<file path="config.mk">
export PLATFORM = sky130hd
export DESIGN_NAME = dispatch_queue
export DESIGN_NICKNAME = d
export VERILOG_FILES = /design/src/rtl/dispatch_queue.sv
export SDC_FILE = /design/constraint.sdc
export NUM_CORES = 1
export LEC_CHECK = 0
export CORE_MARGIN = 2
export CORE_UTILIZATION = 49
export CTS_CLUSTER_SIZE = 20
export DETAILED_ROUTE_END_ITERATION = 7
export PLACE_DENSITY = 0.9
export SLEW_MARGIN = 30
export SYNTH_ARGS = -nofsm -noshare
export SYNTH_HDL_FRONTEND = slang
export SYNTH_SLANG_ARGS = --single-unit
</file>
<file path="constraint.sdc">
create_clock -name clk -period 12 [get_ports clk]
set_clock_uncertainty 0.1 [all_clocks]
set_input_delay 1.8 -clock clk [delete_from_list [all_inputs] [get_ports clk]]
set_output_delay 1.8 -clock clk [all_outputs]
set_load 0.01 [all_outputs]
</file>
<file path="src/rtl/dispatch_queue.sv">
// dispatch_queue: DEPTH-entry in-order FIFO between decoder and issue units.
// The head reads rename state, allocates an ALU/LS tag, renames rd and issues.
// Ports: decoder side in_* / in_ready; regfile side rs*_name, reg_tag*, reg_data*;
// free-tag tables *_free_*; CDB cdb_*; rename en_wrt/wrt_*; issue *_en,
// operand_*, tag_*, name_w, op, addr, imm; occupancy count.
// Option: define CDB_BYPASS_EN to forward same-cycle CDB data into operands.
module dispatch_queue #(
    parameter int DEPTH      = 4,
    parameter int DATA_W     = 32,
    parameter int TAG_ROOT_W = 3,
    parameter int NAME_W     = 5,
    parameter int OP_W       = 6
) (
    input  logic                      clk,
    input  logic                      rst,
    input  logic                      flush,
    input  logic                      in_valid,
    output logic                      in_ready,
    input  logic [3:0]                in_class,
    input  logic [OP_W-1:0]           in_op,
    input  logic [NAME_W-1:0]         in_rd,
    input  logic [NAME_W-1:0]         in_rs1,
    input  logic [NAME_W-1:0]         in_rs2,
    input  logic [DATA_W-1:0]         in_addr,
    input  logic [DATA_W-1:0]         in_imm,
    output logic [NAME_W-1:0]         rs1_name,
    output logic [NAME_W-1:0]         rs2_name,
    input  logic [TAG_ROOT_W:0]       reg_tag1,
    input  logic [TAG_ROOT_W:0]       reg_tag2,
    input  logic [DATA_W-1:0]         reg_data1,
    input  logic [DATA_W-1:0]         reg_data2,
    input  logic                      alu_free_valid,
    input  logic                      ls_free_valid,
    input  logic [TAG_ROOT_W-1:0]     alu_free_tag,
    input  logic [TAG_ROOT_W-1:0]     ls_free_tag,
    input  logic                      cdb_valid,
    input  logic [TAG_ROOT_W:0]       cdb_tag,
    input  logic [DATA_W-1:0]         cdb_data,
    output logic                      en_wrt,
    output logic [TAG_ROOT_W:0]       wrt_tag,
    output logic [NAME_W-1:0]         wrt_name,
    output logic                      alu_en,
    output logic                      br_en,
    output logic                      ls_en,
    output logic [DATA_W-1:0]         operand_o,
    output logic [DATA_W-1:0]         operand_t,
    output logic [TAG_ROOT_W:0]       tag_o,
    output logic [TAG_ROOT_W:0]       tag_t,
    output logic [TAG_ROOT_W:0]       tag_w,
    output logic [NAME_W-1:0]         name_w,
    output logic [OP_W-1:0]           op,
    output logic [DATA_W-1:0]         addr,
    output logic [DATA_W-1:0]         imm,
    output logic [$clog2(DEPTH):0]    count
);
    localparam int AW = $clog2(DEPTH);
    localparam int CW = AW + 1;
    localparam int TW = TAG_ROOT_W + 1;
    localparam logic [TW-1:0] FREE = '1;

    localparam logic [3:0] C_LUI   = 4'd0;
    localparam logic [3:0] C_AUIPC = 4'd1;
    localparam logic [3:0] C_JAL   = 4'd2;
    localparam logic [3:0] C_JALR  = 4'd3;
    localparam logic [3:0] C_B     = 4'd4;
    localparam logic [3:0] C_LD    = 4'd5;
    localparam logic [3:0] C_ST    = 4'd6;
    localparam logic [3:0] C_RI    = 4'd7;
    localparam logic [3:0] C_RR    = 4'd8;

    typedef struct packed {
        logic [3:0]        cls;
        logic [OP_W-1:0]   op;
        logic [NAME_W-1:0] rd;
        logic [NAME_W-1:0] rs1;
        logic [NAME_W-1:0] rs2;
        logic [DATA_W-1:0] addr;
        logic [DATA_W-1:0] imm;
    } entry_t;

    entry_t        mem_q [DEPTH];
    entry_t        mem_d [DEPTH];
    logic [AW-1:0] head_q, head_d;
    logic [AW-1:0] tail_q, tail_d;
    logic [CW-1:0] count_q, count_d;

    entry_t          hd;
    entry_t          in_entry;
    logic            head_valid, avail, fire, push;
    logic            is_alu, is_ls, is_br;
    logic [TW-1:0]   new_tag;
    logic [DATA_W-1:0] src1_data, src2_data;
    logic [TW-1:0]   src1_tag, src2_tag;

    assign hd         = mem_q[head_q];
    assign rs1_name   = hd.rs1;
    assign rs2_name   = hd.rs2;
    assign count      = count_q;
    assign head_valid = (count_q != '0);
    // No pass-through: a full queue refuses input even if the head pops.
    assign in_ready   = (count_q != CW'(DEPTH));
    assign push       = in_valid & in_ready & ~flush;

    assign in_entry.cls  = in_class;
    assign in_entry.op   = in_op;
    assign in_entry.rd   = in_rd;
    assign in_entry.rs1  = in_rs1;
    assign in_entry.rs2  = in_rs2;
    assign in_entry.addr = in_addr;
    assign in_entry.imm  = in_imm;

    always_comb begin
        is_alu = 1'b0;
        is_ls  = 1'b0;
        is_br  = 1'b0;
        unique case (hd.cls)
            C_LUI, C_AUIPC, C_JAL, C_JALR, C_RI, C_RR: is_alu = 1'b1;
            C_LD, C_ST: is_ls = 1'b1;
            C_B:        is_br = 1'b1;
            default: ;
        endcase
    end

    // Branches and invalid classes never wait for a tag.
    assign avail   = is_alu ? alu_free_valid : (is_ls ? ls_free_valid : 1'b1);
    assign fire    = head_valid & ~flush & ~rst & avail;
    assign new_tag = is_ls ? {1'b1, ls_free_tag} : {1'b0, alu_free_tag};

    always_comb begin
        src1_data = reg_data1;
        src1_tag  = reg_tag1;
        src2_data = reg_data2;
        src2_tag  = reg_tag2;
`ifdef CDB_BYPASS_EN
        if (reg_tag1 != FREE && cdb_valid && cdb_tag == reg_tag1) begin
            src1_data = cdb_data;
            src1_tag  = FREE;
        end
        if (reg_tag2 != FREE && cdb_valid && cdb_tag == reg_tag2) begin
            src2_data = cdb_data;
            src2_tag  = FREE;
        end
`endif
    end

`ifndef CDB_BYPASS_EN
    logic unused_cdb;
    assign unused_cdb = ^{cdb_valid, cdb_tag, cdb_data};
`endif

    always_comb begin
        alu_en    = 1'b0;
        br_en     = 1'b0;
        ls_en     = 1'b0;
        en_wrt    = 1'b0;
        wrt_tag   = FREE;
        wrt_name  = '0;
        operand_o = '0;
        operand_t = '0;
        tag_o     = FREE;
        tag_t     = FREE;
        tag_w     = FREE;
        name_w    = '0;
        op        = '0;
        addr      = '0;
        imm       = '0;
        if (fire && (is_alu || is_ls || is_br)) begin
            alu_en    = is_alu;
            br_en     = is_br;
            ls_en     = is_ls;
            op        = hd.op;
            addr      = hd.addr;
            imm       = hd.imm;
            name_w    = hd.rd;
            tag_w     = new_tag;
            operand_o = src1_data;
            tag_o     = src1_tag;
            operand_t = src2_data;
            tag_t     = src2_tag;
            unique case (hd.cls)
                C_LUI, C_AUIPC, C_JALR, C_RI: begin
                    operand_t = hd.imm;
                    tag_t     = FREE;
                end
                C_JAL: begin
                    operand_o = hd.addr;
                    tag_o     = FREE;
                    operand_t = hd.imm;
                    tag_t     = FREE;
                end
                C_B:  tag_w = FREE;
                C_LD: begin
                    operand_t = '0;
                    tag_t     = FREE;
                end
                C_ST: name_w = '0;
                C_RR: imm = '0;
                default: ;
            endcase
            // x0 destinations still consume a tag but are never renamed.
            if (hd.rd != '0 && hd.cls != C_B && hd.cls != C_ST) begin
                en_wrt   = 1'b1;
                wrt_tag  = new_tag;
                wrt_name = hd.rd;
            end
        end
    end

    always_comb begin
        mem_d  = mem_q;
        head_d = head_q + AW'(fire);
        tail_d = tail_q + AW'(push);
        count_d = count_q;
        if (push) begin
            mem_d[tail_q] = in_entry;
        end
        if (push && !fire) begin
            count_d = count_q + 1'b1;
        end else if (!push && fire) begin
            count_d = count_q - 1'b1;
        end
        if (flush) begin
            head_d  = '0;
            tail_d  = '0;
            count_d = '0;
        end
    end

    always_ff @(posedge clk) begin
        mem_q <= mem_d;
        if (rst) begin
            head_q  <= '0;
            tail_q  <= '0;
            count_q <= '0;
        end else begin
            head_q  <= head_d;
            tail_q  <= tail_d;
            count_q <= count_d;
        end
    end
endmodule

</file>
**Word-level counts from Yosys, hierarchy flattened**

Cells that the tools add are included.

- Bits of input ports: 210
- Bits in registers: 363
- Output and inout bits: 178

- Mux-type cells: 39
- Magnitude comparators: 3
- Eq/ne operators: 11
- Add/subtract/negate cells: 4
- Reduce and logical (&&, ||, !) cells: 19
- Bitwise gates (word level): 9

Operators with widths:

| cell | number |
|---|---|
| bitwise mux 356 bit | 1 |
| two-way mux 89 bit | 3 |
| two-way mux 32 bit | 6 |
| binary-select mux 89 bit (select 2 bit) | 1 |
| demux 89 bit (select 2 bit) | 1 |
| case mux 32 bit (2 select lines) | 1 |
| two-way mux 4 bit | 9 |
| two-way mux 5 bit | 4 |
| equality test 4 x 3 -> 1 bit (second input constant) | 4 |
| OR reduction 6 bit | 2 |
| two-way mux 1 bit | 10 |
| equality test 4 x 2 -> 1 bit (second input constant) | 2 |
| != test 4 x 3 -> 1 bit (second input constant) | 2 |
| >= comparator 3 bit (second input constant) | 2 |
| logical AND 1 bit | 6 |
| two-way mux 3 bit | 2 |
| two-way mux 6 bit | 1 |
| NOT 2 -> 3 bit | 2 |
| AND 1 bit | 5 |
| nonzero test 5 bit | 1 |
| OR reduction 5 bit | 1 |
| adder 2 x 1 -> 2 bit | 2 |
| equality test 4 x 1 -> 1 bit (second input constant) | 1 |
| equality test 4 bit (second input constant) | 1 |
| 11 further kinds | 15 |

**Longest topological paths before layout**

Gate-level depths: netlist of run 1.

- Depth after elaboration: 13
- Mapped depth: 14
- Gate-level depth less buffers: 11

**Worst setup path after synthesis of run 1**

Ideal clock, no wire load.

- Path type: input port to flip-flop
- Start: in flush
- End: reg mem_q[100] in the netlist's numbering (enable)
- Required time: 11,236 ps
- Stages: 2
- Arrival time: 8,494 ps
- Setup slack: 2,741 ps
- Path through: nand3b_1 > nor3b_1

- Longest elaborated chain between the ends: 2

RTL lines:

| item | RTL line | RTL |
|---|---|---|
| start, declared | 16 | `input logic flush,` |
| NOT 1 bit | 102 | `assign push = in_valid & in_ready & ~flush;` |
| AND 1 bit | 102 |  |
| end signal, assigned | 230 | `mem_q <= mem_d;` |
| end, declared | 81 | `entry_t mem_q [DEPTH];` |

Every way passes these cells.
A chain may end at the register's enable or synchronous reset.

**Worst setup path in the final report of run 1**

- Start: reg head_q[0]
- End: out op[0]

- Longest elaborated chain between the ends: 12
- Elaborated cells between the ends (all ways): 25
- Classes of those cells: eq/ne: 8; mux: 9; bitwise: 2; reduce/logical: 6

RTL lines:

| item | RTL line | RTL |
|---|---|---|
| start, declared | 83 | `logic [AW-1:0] head_q, head_d;` |
| start signal, assigned | 232 | `head_q <= '0;` |
| start signal, assigned | 236 | `head_q <= head_d;` |
| NOT 2 -> 3 bit (implied by the code) * | 95 | `assign hd = mem_q[head_q];` |
| binary-select mux 89 bit (select 2 bit) * | 95 |  |
| two-way mux 89 bit (implied by the code) * (2 in a row) | 95 |  |
| equality test 4 x 3 -> 1 bit | 116 | `unique case (hd.cls)` |
| OR reduction 2 bit | 116 |  |
| two-way mux 1 bit | 116 |  |
| two-way mux 1 bit (2 in a row) | 125 | `assign avail = is_alu ? alu_free_valid : (is_ls ? ls_free_valid : 1'b1);` |
| AND 1 bit | 126 | `assign fire = head_valid & ~flush & ~rst & avail;` |
| logical AND 1 bit | 167 | `if (fire && (is_alu \|\| is_ls \|\| is_br)) begin` |
| two-way mux 6 bit * | 167 |  |
| end, declared | 51 | `output logic [OP_W-1:0] op,` |

Mark *: on every way between the ends. The rest lies on a longest branch, timed or not. The select of a mux whose other input is x is not followed.

==> summary.json, run 1 <==
{
  "global_routing": {
    "grt_util_all_layers_pct": 20.91,
    "grt_antenna_before_repair": 2,
    "grt_max_degree": 69,
    "grt_overflow": 0,
    "grt_pass1_vias": 9030,
    "grt_first_pass_wirelength_um": 50530
  },
  "synthesis": {
    "syn_area_per_cell_um2": 17.97,
    "synth.cell_area_um2": 14970,
    "synth.distinct_cells": 43,
    "net_count_after_synthesis": 1047,
    "synthesis.instances": 833,
    "edff_count_synth": 356,
    "ys_ff_latch": 363,
    "synth-warning-count": 0,
    "synth_sequential_area_ratio_pct": 72.35,
    "synth-async-reset-ratio_pct": 0,
    "synthFlopType": "edfxtp_1"
  },
  "worst_setup_path": {
    "crit_required_ns": 10.10,
    "worst_setup_path_start_kind": "flip-flop",
    "crit_path_top_delay_cell": "dfxtp_4",
    "crit_path_max_fanout": 53,
    "critical_path.cell_chain": "buf_6, mux4_2, o31a_1, nor3_2, and3_2, and2_1, clkdlybuf4s50_1",
    "worstPathArrival_ns": 5.11,
    "critical_path.max_stage_delay_ns": 0.88,
    "cp-end-kind": "output port",
    "path_class": "reg2out"
  },
  "cts": {
    "cts_made_buffers": 37,
    "clock_latency_ns": 0.51,
    "clockRootBuffer": "clkbuf_16",
    "path_clk_slew_ns": 0.06,
    "ctsHoldBuffers": 0,
    "cts-resized-gates": 0,
    "numClockSinks": 363,
    "cts_buffer_depth": 3,
    "cts_tree": "done",
    "cts_post_setup_buffers_inserted": 0,
    "cts_htree_levels": 2
  },
  "layout": {
    "layout.filler_cells": 1947,
    "flow.area_growth_from_synthesis_pct": 33.44,
    "final-seq-area_um2": 10840,
    "mostFrequentLayoutCell": "edfxtp_1",
    "layout.cells.most_common_list": "356 x edfxtp_1, 350 x clkdlybuf4s50_1, 89 x mux4_2, 76 x and2_1, 71 x nand2_1",
    "final_net_count": 1391,
    "multi_input_area_um2": 3877,
    "drive_above_1_share_pct": 13.56
  },
  "floorplan": {
    "floorplan.die.width_um": 178.8,
    "io-pin-count": 388,
    "area_of_the_core_um2": 29870,
    "rows": 63,
    "initial_utilization_pct": 50.11,
    "die_height_um": 178.8,
    "floorplan.die_area_um2": 31960
  },
  "timing": {
    "worst_pin_slew_ns": 0.9006,
    "fin_hold_ws_ns": 0.4363,
    "setup_total_negative_slack_ns": 0,
    "period_needed_ns": 7.010,
    "rsz0062_at_grt": "false",
    "final_critical_path_setup_slack_ns": 4.990,
    "timing.final.hold_violations": 0,
    "maxClockFrequency_mhz": 142.6,
    "slew_limit_fails": 0,
    "timing.final.crit_share_pct": 58.42,
    "finalSetupViolations": 0,
    "max_slew_margin_pct": 39.96
  },
  "power": {
    "power.static_leakage_nw": 6.473,
    "design_power_total_mw": 2.681,
    "cellPowerDensity_nw_per_um2": 134.2,
    "max-vdd-ir-drop_mv": 0.1369
  },
  "hold_path": {
    "worst_hold_path_type": "reg2reg"
  },
  "routing": {
    "detail_route.iter0.violations": 728,
    "number_of_vias_in_the_routed_layout": 8830,
    "post-route-drc-count": 0,
    "vias_per_cell": 5.540,
    "postRouteWirelength_um": 34190,
    "drt-wirelength-per-cell_um": 21.45,
    "antenna_left": 0,
    "firstDrtPassIters": 5
  },
  "place": {
    "dp_worst_setup_slack_ns": 5.328,
    "dp.final_hpwl_um": 22150,
    "placement.io_buffers": 350,
    "gp_congestion": 0.8207
  },
  "run_status": {
    "result_of_the_run": "completed"
  },
  "flow_run": {
    "drv_cap": 0
  }
}
[synth_stat cells, types with 2 or more instances]
cell type  count  area share [%]
a21oi_1       34             1.1
a22oi_1       32             1.6
and2_1        76             3.2
and3_1        14            0.59
buf_1          7            0.18
buf_2         12            0.40
buf_6          8            0.60
clkbuf_1      28            0.70
dfxtp_1        7            0.94
edfxtp_1     356              71
ha_1           3            0.25
inv_1          4            0.10
mux2i_1        4            0.27
mux4_2        89              13
nand2_1       71             1.8
nand3_1        4            0.13
nand3b_1       5            0.25
nand4b_1       3            0.18
nor2_1        43             1.1
nor3_1         2           0.067
or3_1          5            0.21
or4_1          2            0.10
xnor2_1        2            0.12
xor2_1         3            0.18
[worst paths after layout]
check	start	to	slack [ns]	cells after the start
min	count[2]	count[2]	0.44	2
max reg2reg	head_q[0]	count[2]	7.14	12
min reg2reg	count[2]	count[2]	0.44	2
max	head_q[0]	op[0]	4.99	7
[routing by layer]
layer | wire length [um] | GRT usage [%] | up-vias | part of all wire, %
met5 | 0 | 0 | - | 0
met4 | 981 | 7.995 | 0 | 2.9
met1 | 13320 | 26.50 | 4483 | 39
met2 | 17940 | 35.82 | 299 | 52
met3 | 1948 | 4.114 | 69 | 5.7
li1 | - | - | 3979 | -
[power by group]
part           leakage [nW]  internal (mW)  switching [mW]
clock network         0.567          0.656           0.436
registers              3.29           1.41         0.00628
logic                  2.62         0.0945          0.0748
total                  6.47           2.16           0.517
[registers in the layout, summed over array words and instances, names as in the netlist]
register	count
mem_q	356
count	3
head_q	2
tail_q	2
[through the flow]
stage	std cells	area, um2	utilization, %
floorplan	833	14970	-
global route	1593	19970	66.86
finish	1594	19980	66.86
global placement	1528	18800	62.92
detailed placement	1528	18810	62.96
CTS	1592	19970	66.85
[area by class of cell]
class | instances | share of cell area [%]
flip-flops and latches | 363 | 54.26
multi-input cells | 410 | 19.41
repair buffers | 361 | 17.97
clock buffers | 48 | 5.055
well taps | 390 | 2.443
clock inverters | 16 | 0.7642
inverters | 4 | 0.07516
diodes | 2 | 0.02505
[cells by family after synthesis]
family	count (synthesis)	synth area share, %
flip-flops	363	72.35
AND/OR/NAND/NOR	235	8.191
multiplexers	93	13.66
AO/OA/AOI/OAI	73	3.093
buffers and inverters	60	2.031
XOR/XNOR	5	0.2926
adder cells (fa/ha/maj)	4	0.3845
[critical path: cells and delay by family, from the launching register on]
family,cells,cell delay (ns)
AND/OR/NAND/NOR,3,1.43
flip-flops,1,0.88
multiplexers,1,0.73
AO/OA/AOI/OAI,1,0.32
buffers and inverters,2,1.17
No activity file was read; power rests on OpenSTA's default activity.
==> inputs of run 2 (changes only) <==
Clock period 12 ns to 6.6 ns, I/O delays scaled along.
==> run 2 against run 1 <==
Effect of this change:
- via count increased by 0.83%
- sequential power increased by 82%
- clock power increased by 83%
- final area increased by 0.20%
- non-clock buffer count increased by 4
- sequential cell count unchanged
- final cell count increased by 0.56%
- worst setup slack got worse by 3.5 ns
- clock-buffer cell count unchanged
- critical path depth unchanged
- sequential share of layout area decreased by 0.11 points
==> summary.json, run 2 (same netlist as run 1, synthesis figures left out) <==
{
  "routing": {
    "number_of_vias_in_the_routed_layout": {"value": 8903, "change": "+0.83%"},
    "drt-wirelength-per-cell": {"value": 22.27, "unit": "um", "change": "+3.8%"},
    "vias_per_cell": {"value": 5.554, "change": "+0.26%"},
    "routed.top_layer": "met5",
    "antenna_left": {"value": 0, "change": "unchanged"},
    "route.layer.met1.wl": {"value": 13660, "unit": "um", "change": "+2.5%"},
    "detail_route.iter0.violations": {"value": 623, "change": "-14%"},
    "post-route-drc-count": {"value": 0, "change": "unchanged"},
    "detailroute.wirelength.met3": {"value": 2739, "unit": "um", "change": "+41%"},
    "firstDrtPassIters": {"value": 5, "change": "unchanged"},
    "postRouteWirelength": {"value": 35700, "unit": "um", "change": "+4.4%"},
    "met2_wirelength": {"value": 17990, "unit": "um", "change": "+0.27%"}
  },
  "cts": {
    "cts_buffer_depth": {"value": 3, "change": "unchanged"},
    "ctsHoldBuffers": {"value": 0, "change": "unchanged"},
    "clockRootBuffer": "clkbuf_16",
    "cts_tree": "done",
    "clock_latency": {"value": 0.51, "unit": "ns", "change": "about the same"},
    "cts_htree_levels": {"value": 2, "change": "unchanged"},
    "cts_post_setup_buffers_inserted": {"value": 0, "change": "unchanged"},
    "path_clk_slew": {"value": 0.06, "unit": "ns", "change": "about the same"},
    "numClockSinks": {"value": 363, "change": "unchanged"},
    "cts-resized-gates": {"value": 0, "change": "unchanged"},
    "cts_made_buffers": {"value": 37, "change": "unchanged"}
  },
  "layout": {
    "flow.area_growth_from_synthesis_pct": 33.71,
    "layout.cells.most_common_list": "356 x edfxtp_1, 350 x clkdlybuf4s50_1, 89 x mux4_2, 76 x and2_1, 71 x nand2_1",
    "mostFrequentLayoutCell": "edfxtp_1",
    "final-seq-area": {"value": 10840, "unit": "um2", "change": "unchanged"},
    "layout.filler_cells": {"value": 1946, "change": "-0.051%"},
    "multi_input_area": {"value": 3887, "unit": "um2", "change": "+0.26%"},
    "drive_above_1_share": {"value": 14.05, "unit": "%", "change": "+0.49 points"},
    "final_net_count": {"value": 1395, "change": "+0.29%"},
    "largest-register": "mem_q",
    "largest_register_ffs": {"value": 356, "change": "unchanged"}
  },
  "floorplan": {
    "floorplan.die.width": {"value": 178.8, "unit": "um", "change": "unchanged"},
    "io-pin-count": {"value": 388, "change": "unchanged"},
    "initial_utilization": {"value": 50.11, "unit": "%", "change": "unchanged"},
    "rows": {"value": 63, "change": "unchanged"},
    "area_of_the_core": {"value": 29870, "unit": "um2", "change": "unchanged"},
    "die_height": {"value": 178.8, "unit": "um", "change": "unchanged"},
    "floorplan.die_area": {"value": 31960, "unit": "um2", "change": "unchanged"}
  },
  "place": {
    "dp.final_hpwl": {"value": 23150, "unit": "um", "change": "+4.5%"},
    "placement.io_buffers": {"value": 350, "change": "unchanged"},
    "gp_congestion": {"value": 0.8203, "change": "about the same"}
  },
  "global_routing": {
    "grt_first_pass_wirelength": {"value": 52350, "unit": "um", "change": "+3.6%"},
    "grt_pass1_vias": {"value": 8901, "change": "-1.4%"},
    "grt_util_all_layers": {"value": 21.91, "unit": "%", "change": "+0.99 points"},
    "grt_antenna_before_repair": {"value": 5, "change": "+3"},
    "grt_max_degree": {"value": 54, "change": "-22%"},
    "grt_overflow": {"value": 0, "change": "unchanged"}
  },
  "worst_setup_path": {
    "crit_path_max_fanout": {"value": 37, "change": "-30%"},
    "critical_path_buffers_and_inverters": {"value": 2, "change": "unchanged"},
    "cp-end-kind": "output port",
    "crit_path_top_delay_cell": "mux4_2",
    "worst_path_dominant_cell_family": "buffers and inverters",
    "worst_setup_path_start_kind": "flip-flop",
    "critical_path.max_stage_delay": {"value": 0.66, "unit": "ns", "change": "-0.22 ns"},
    "worstPathArrival": {"value": 3.97, "unit": "ns", "change": "-1.14 ns"},
    "crit_required": {"value": 5.51, "unit": "ns", "change": "-4.59 ns"},
    "path_class": "reg2out",
    "critical_path.cell_chain": "buf_4, mux4_2, or4_1, nor2_1, and3b_1, nand3_1, clkdlybuf4s50_1"
  },
  "timing": {
    "setup_total_negative_slack": {"value": 0, "unit": "ns", "change": "unchanged"},
    "worst_pin_slew": {"value": 0.8426, "unit": "ns", "change": "-0.05802 ns"},
    "finalSetupViolations": {"value": 0, "change": "unchanged"},
    "timing.final.crit_share_pct": 76.74,
    "slew_limit_fails": {"value": 0, "change": "unchanged"},
    "period_needed_ns": 5.065,
    "timing.final.hold_violations": {"value": 0, "change": "unchanged"},
    "max_slew_margin": {"value": 43.83, "unit": "%", "change": "+3.9 points"},
    "maxClockFrequency_mhz": 197.4,
    "rsz0062_at_grt": "false"
  },
  "power": {
    "combPwrFrac": {"value": 6.4, "unit": "%", "change": "about the same"},
    "sw_frac_of_total": {"value": 19.99, "unit": "%", "change": "+0.70 points"},
    "power.static_leakage": {"value": 6.487, "unit": "nW", "change": "+0.23%"},
    "pwr-share-clk": {"value": 40.7, "unit": "%", "change": "about the same"},
    "internal_power": {"value": 3.903, "unit": "mW", "change": "+80%"},
    "power.share.sequential": {"value": 52.9, "unit": "%", "change": "about the same"},
    "cellPowerDensity": {"value": 243.7, "unit": "nW/um2", "change": "+82%"},
    "max-vdd-ir-drop": {"value": 0.3422, "unit": "mV", "change": "+150%"},
    "design_power_total": {"value": 4.878, "unit": "mW", "change": "+82%"},
    "power.net_switching": {"value": 0.9749, "unit": "mW", "change": "+89%"}
  },
  "flow_run": {
    "drv_cap": {"value": 0, "change": "unchanged"}
  },
  "run_status": {
    "result_of_the_run": "completed"
  },
  "hold_path": {
    "worst_hold_path_type": "reg2reg"
  }
}
==> run 2: cell count changes in the layout (fill, tap and decap cells not counted), sizes merged <==
| cell | delta |
|---|---|
| buf | +4 |
| clkinv | +3 |
| clkinvlp | +1 |
| diode | +1 |
==> run 2: per-layer routing <==
metal / global-route usage [%] / vias to the layer above
met2: 37.02 / 360
met1: 27.36 / 4461
met5: 0 / -
li1: - / 3991
met4: 8.333 / 2
met3: 5.534 / 89
==> run 2: power groups by stage <==
stage | clock, mW | combinational [mW] | sequential (mW)
after floorplan | 0 | 0.122 | 2.63
after global placement | 0 | 0.300 | 2.63
after detailed placement | 0 | 0.310 | 2.63
after CTS | 2.03 | 0.313 | 2.58
after global routing | 2.12 | 0.334 | 2.58
final | 1.99 | 0.311 | 2.58
==> run 2: worst paths after layout <==
| check | depth (start not counted) | end | slack [ns] | startpoint |
|---|---|---|---|---|
| min | 2 | count[2] | 0.45 | count[2] |
| max | 7 | wrt_tag[0] | 1.54 | head_q[0] |
| min reg2reg | 2 | count[2] | 0.45 | count[2] |
| max reg2reg | 11 | count[2] | 2.74 | head_q[1] |
==> run 2: tightest hold or removal path, stage by stage, from the launching register on <==
cell	delay [ns]
dfxtp_1	0.35
o21ai_0	0.09
a21oi_1	0.06
==> run 2: layout make-up <==
type | count | share of cell area, %
Inverter | 4 | 0.07501
Timing Repair Buffer | 365 | 18.07
Multi-Input combinational cell | 410 | 19.42
Antenna cell | 3 | 0.03751
Clock inverter | 20 | 0.9814
Tap cell | 390 | 2.438
Sequential cell | 363 | 54.15
Clock buffer | 48 | 4.832
==> run 2: stage by stage <==
step | instances | instance area, um2 | utilization [%] | hold WS, ns | setup WS [ns]
6_report | 1603 | 20020 | 67.00 | 0.4512 | 1.535
5_1_grt | 1603 | 20020 | 67.00 | 0.4822 | 1.294
4_1_cts | 1600 | 20000 | 66.96 | 0.4383 | 1.237
3_5_place_dp | 1532 | 18840 | 63.06 | 0.4303 | 1.551
3_3_place_gp | 1532 | 18840 | 63.06 | 0.4239 | 1.604
2_1_floorplan | 833 | 14980 | - | 0.4276 | 0.8709
==> inputs of run 3 (changes only) <==
Clock period 6.6 ns to 4.9 ns, I/O delays scaled along.
==> run 3 against run 2 <==
Effect of this change:
- sequential cell count unchanged
- non-clock buffer count up 3
- sequential power up 34%
- combinational power up 35%
- worst setup slack got worse by 1.2 ns
- first-iteration DRC count rose by 5.9%
- final area up 0.48%
- critical endpoint is now en_wrt
==> summary.json, run 3 (same netlist as run 1, synthesis figures left out) <==
{
  "floorplan": {
    "floorplan.die.width": {"value": 178.8, "unit": "um", "change": "unchanged"},
    "initial_utilization": {"value": 50.11, "unit": "%", "change": "unchanged"},
    "die_height": {"value": 178.8, "unit": "um", "change": "unchanged"},
    "area_of_the_core": {"value": 29870, "unit": "um2", "change": "unchanged"},
    "io-pin-count": {"value": 388, "change": "unchanged"},
    "rows": {"value": 63, "change": "unchanged"},
    "floorplan.die_area": {"value": 31960, "unit": "um2", "change": "unchanged"}
  },
  "worst_setup_path": {
    "critical_path.cell_chain": "buf_4, buf_16, mux4_2, or4_1, nor2_1, and3b_1, and2_1, clkdlybuf4s50_1",
    "worst-path-stages": {"value": 8, "change": "+1"},
    "worstSetupStartpoint": "head_q[0]",
    "crit_path_top_delay_cell": "mux4_2",
    "path_class": "reg2out",
    "worst_setup_path_start_kind": "flip-flop",
    "rr_endpoint": "count[2]",
    "worstPathArrival": {"value": 3.71, "unit": "ns", "change": "-0.26 ns"},
    "worst_path_dominant_cell_family": "buffers and inverters",
    "critical_path.max_stage_delay": {"value": 0.57, "unit": "ns", "change": "-0.09 ns"},
    "crit_required": {"value": 4.07, "unit": "ns", "change": "-1.44 ns"},
    "crit_path_max_fanout": {"value": 29, "change": "-22%"},
    "reg2regPathDepth": {"value": 11, "change": "unchanged"},
    "critical_path_buffers_and_inverters": {"value": 3, "change": "+1"},
    "endpoint": "en_wrt",
    "r2r-start": "head_q[0]",
    "reg2reg_setup_slack": {"value": 1.30, "unit": "ns", "change": "-1.44 ns"},
    "cp-end-kind": "output port"
  },
  "timing": {
    "max_slew_margin": {"value": 43.11, "unit": "%", "change": "-0.71 points"},
    "period_needed_ns": 4.547,
    "timing.final.crit_share_pct": 92.79,
    "worst_pin_slew": {"value": 0.8533, "unit": "ns", "change": "+0.01069 ns"},
    "timing.final.hold_violations": {"value": 0, "change": "unchanged"},
    "finalSetupViolations": {"value": 0, "change": "unchanged"},
    "setup_total_negative_slack": {"value": 0, "unit": "ns", "change": "unchanged"},
    "rsz0062_at_grt": "false",
    "slew_limit_fails": {"value": 0, "change": "unchanged"},
    "maxClockFrequency_mhz": 219.9
  },
  "run_status": {
    "result_of_the_run": "completed"
  },
  "routing": {
    "vias_per_cell": {"value": 5.565, "change": "+0.20%"},
    "firstDrtPassIters": {"value": 5, "change": "unchanged"},
    "number_of_vias_in_the_routed_layout": {"value": 8915, "change": "+0.13%"},
    "antenna_left": {"value": 0, "change": "unchanged"},
    "postRouteWirelength": {"value": 34650, "unit": "um", "change": "-2.9%"},
    "post-route-drc-count": {"value": 0, "change": "unchanged"},
    "drt-wirelength-per-cell": {"value": 21.63, "unit": "um", "change": "-2.9%"},
    "detail_route.iter0.violations": {"value": 660, "change": "+5.9%"}
  },
  "global_routing": {
    "grt_antenna_before_repair": {"value": 3, "change": "-2"},
    "grt_pass1_vias": {"value": 9169, "change": "+3.0%"},
    "grt_overflow": {"value": 0, "change": "unchanged"},
    "grt_max_degree": {"value": 69, "change": "+28%"},
    "grt_util_all_layers": {"value": 21.40, "unit": "%", "change": "-0.51 points"},
    "grt_first_pass_wirelength": {"value": 51570, "unit": "um", "change": "-1.5%"}
  },
  "cts": {
    "cts_tree": "done",
    "cts-resized-gates": {"value": 0, "change": "unchanged"},
    "cts_made_buffers": {"value": 37, "change": "unchanged"},
    "numClockSinks": {"value": 363, "change": "unchanged"},
    "cts_post_setup_buffers_inserted": {"value": 0, "change": "unchanged"},
    "clockRootBuffer": "clkbuf_16",
    "cts_htree_levels": {"value": 2, "change": "unchanged"},
    "cts_buffer_depth": {"value": 3, "change": "unchanged"},
    "ctsHoldBuffers": {"value": 0, "change": "unchanged"},
    "clock_latency": {"value": 0.51, "unit": "ns", "change": "about the same"},
    "path_clk_slew": {"value": 0.06, "unit": "ns", "change": "about the same"}
  },
  "layout": {
    "layout.filler_cells": {"value": 1899, "change": "-2.4%"},
    "largest-register": "mem_q",
    "final_net_count": {"value": 1398, "change": "+0.22%"},
    "flow.area_growth_from_synthesis_pct": 34.34,
    "mostFrequentLayoutCell": "edfxtp_1",
    "largest_register_ffs": {"value": 356, "change": "unchanged"},
    "layout.cells.most_common_list": "356 x edfxtp_1, 350 x clkdlybuf4s50_1, 89 x mux4_2, 76 x and2_1, 71 x nand2_1",
    "drive_above_1_share": {"value": 14.38, "unit": "%", "change": "+0.33 points"}
  },
  "power": {
    "cellPowerDensity": {"value": 325.6, "unit": "nW/um2", "change": "+34%"},
    "power.static_leakage": {"value": 6.530, "unit": "nW", "change": "+0.65%"},
    "design_power_total": {"value": 6.548, "unit": "mW", "change": "+34%"},
    "max-vdd-ir-drop": {"value": 0.3023, "unit": "mV", "change": "-12%"}
  },
  "place": {
    "gp_congestion": {"value": 0.7976, "change": "-2.8%"},
    "dp.final_hpwl": {"value": 22430, "unit": "um", "change": "-3.1%"},
    "placement.io_buffers": {"value": 350, "change": "unchanged"}
  },
  "hold_path": {
    "worst_hold_path.num_cells": {"value": 2, "change": "unchanged"},
    "worst_hold_path_type": "reg2reg"
  },
  "flow_run": {
    "drv_cap": {"value": 0, "change": "unchanged"}
  }
}
-- run 3: cell types whose count changed in the layout (fill, tap and decap cells not counted), moves of 2 or more --
| cell | change |
|---|---|
| buf_16 | +2 |
| clkbuf_1 | -7 |
| buf_12 | +3 |
| buf_4 | -3 |
| clkinv_1 | +3 |
-- run 3: report_power, final --
group	total [mW]	switching (mW)	internal [mW]
Sequential	3.47	0.0134	3.46
Clock	2.65	1.10	1.55
Combinational	0.421	0.186	0.235
Total	6.55	1.30	5.25
-- run 3: final cells by class --
type	count	area (um2)	share of cell area [%]
Sequential cell	363	10840	53.89
Multi-Input combinational cell	410	3884	19.31
Timing Repair Buffer	368	3720	18.50
Clock buffer	41	940.9	4.679
Tap cell	390	488.0	2.426
Clock inverter	24	220.2	1.095
Inverter	4	15.01	0.07466
Antenna cell	2	5.005	0.02489
-- run 3: worst min-delay path, stage by stage, from the launching register on --
cell and delay (ns):
dfxtp_1 0.35, o21ai_0 0.10, a21oi_1 0.07
-- run 3: worst min-delay path by stage --
stage | from | end | slack, ns
6_report | count[2] | count[2] | 0.47
2_1_floorplan | count[2] | count[2] | 0.43
3_5_place_dp | count[2] | count[2] | 0.46
4_1_cts | count[2] | count[2] | 0.47
3_3_place_gp | count[2] | count[2] | 0.42
5_1_grt | count[2] | count[2] | 0.50
-- run 3: metal layers --
metal	vias up	GRT usage, %	wire length [um]	share of wire [%]
met3	74	4.538	2357	6.8
met2	364	36.54	17800	51
met4	2	8.977	1237	3.6
met5	-	0	16	0.046
met1	4462	26.64	13230	38
li1	4013	-	-	-
-- run 3: per-stage QoR --
step                utilization, %  setup WS (ns)  hold slack [ns]  cells  instance area, um2
floorplan                        -         0.8346           0.4276    833               14990
global placement             63.21         0.5737           0.4193   1533               18880
detailed placement           63.22         0.6318           0.4614   1533               18890
CTS                          67.10        0.08943           0.4694   1598               20050
global route                 67.32         0.1436           0.4965   1602               20110
finish                       67.32         0.3533           0.4668   1602               20110
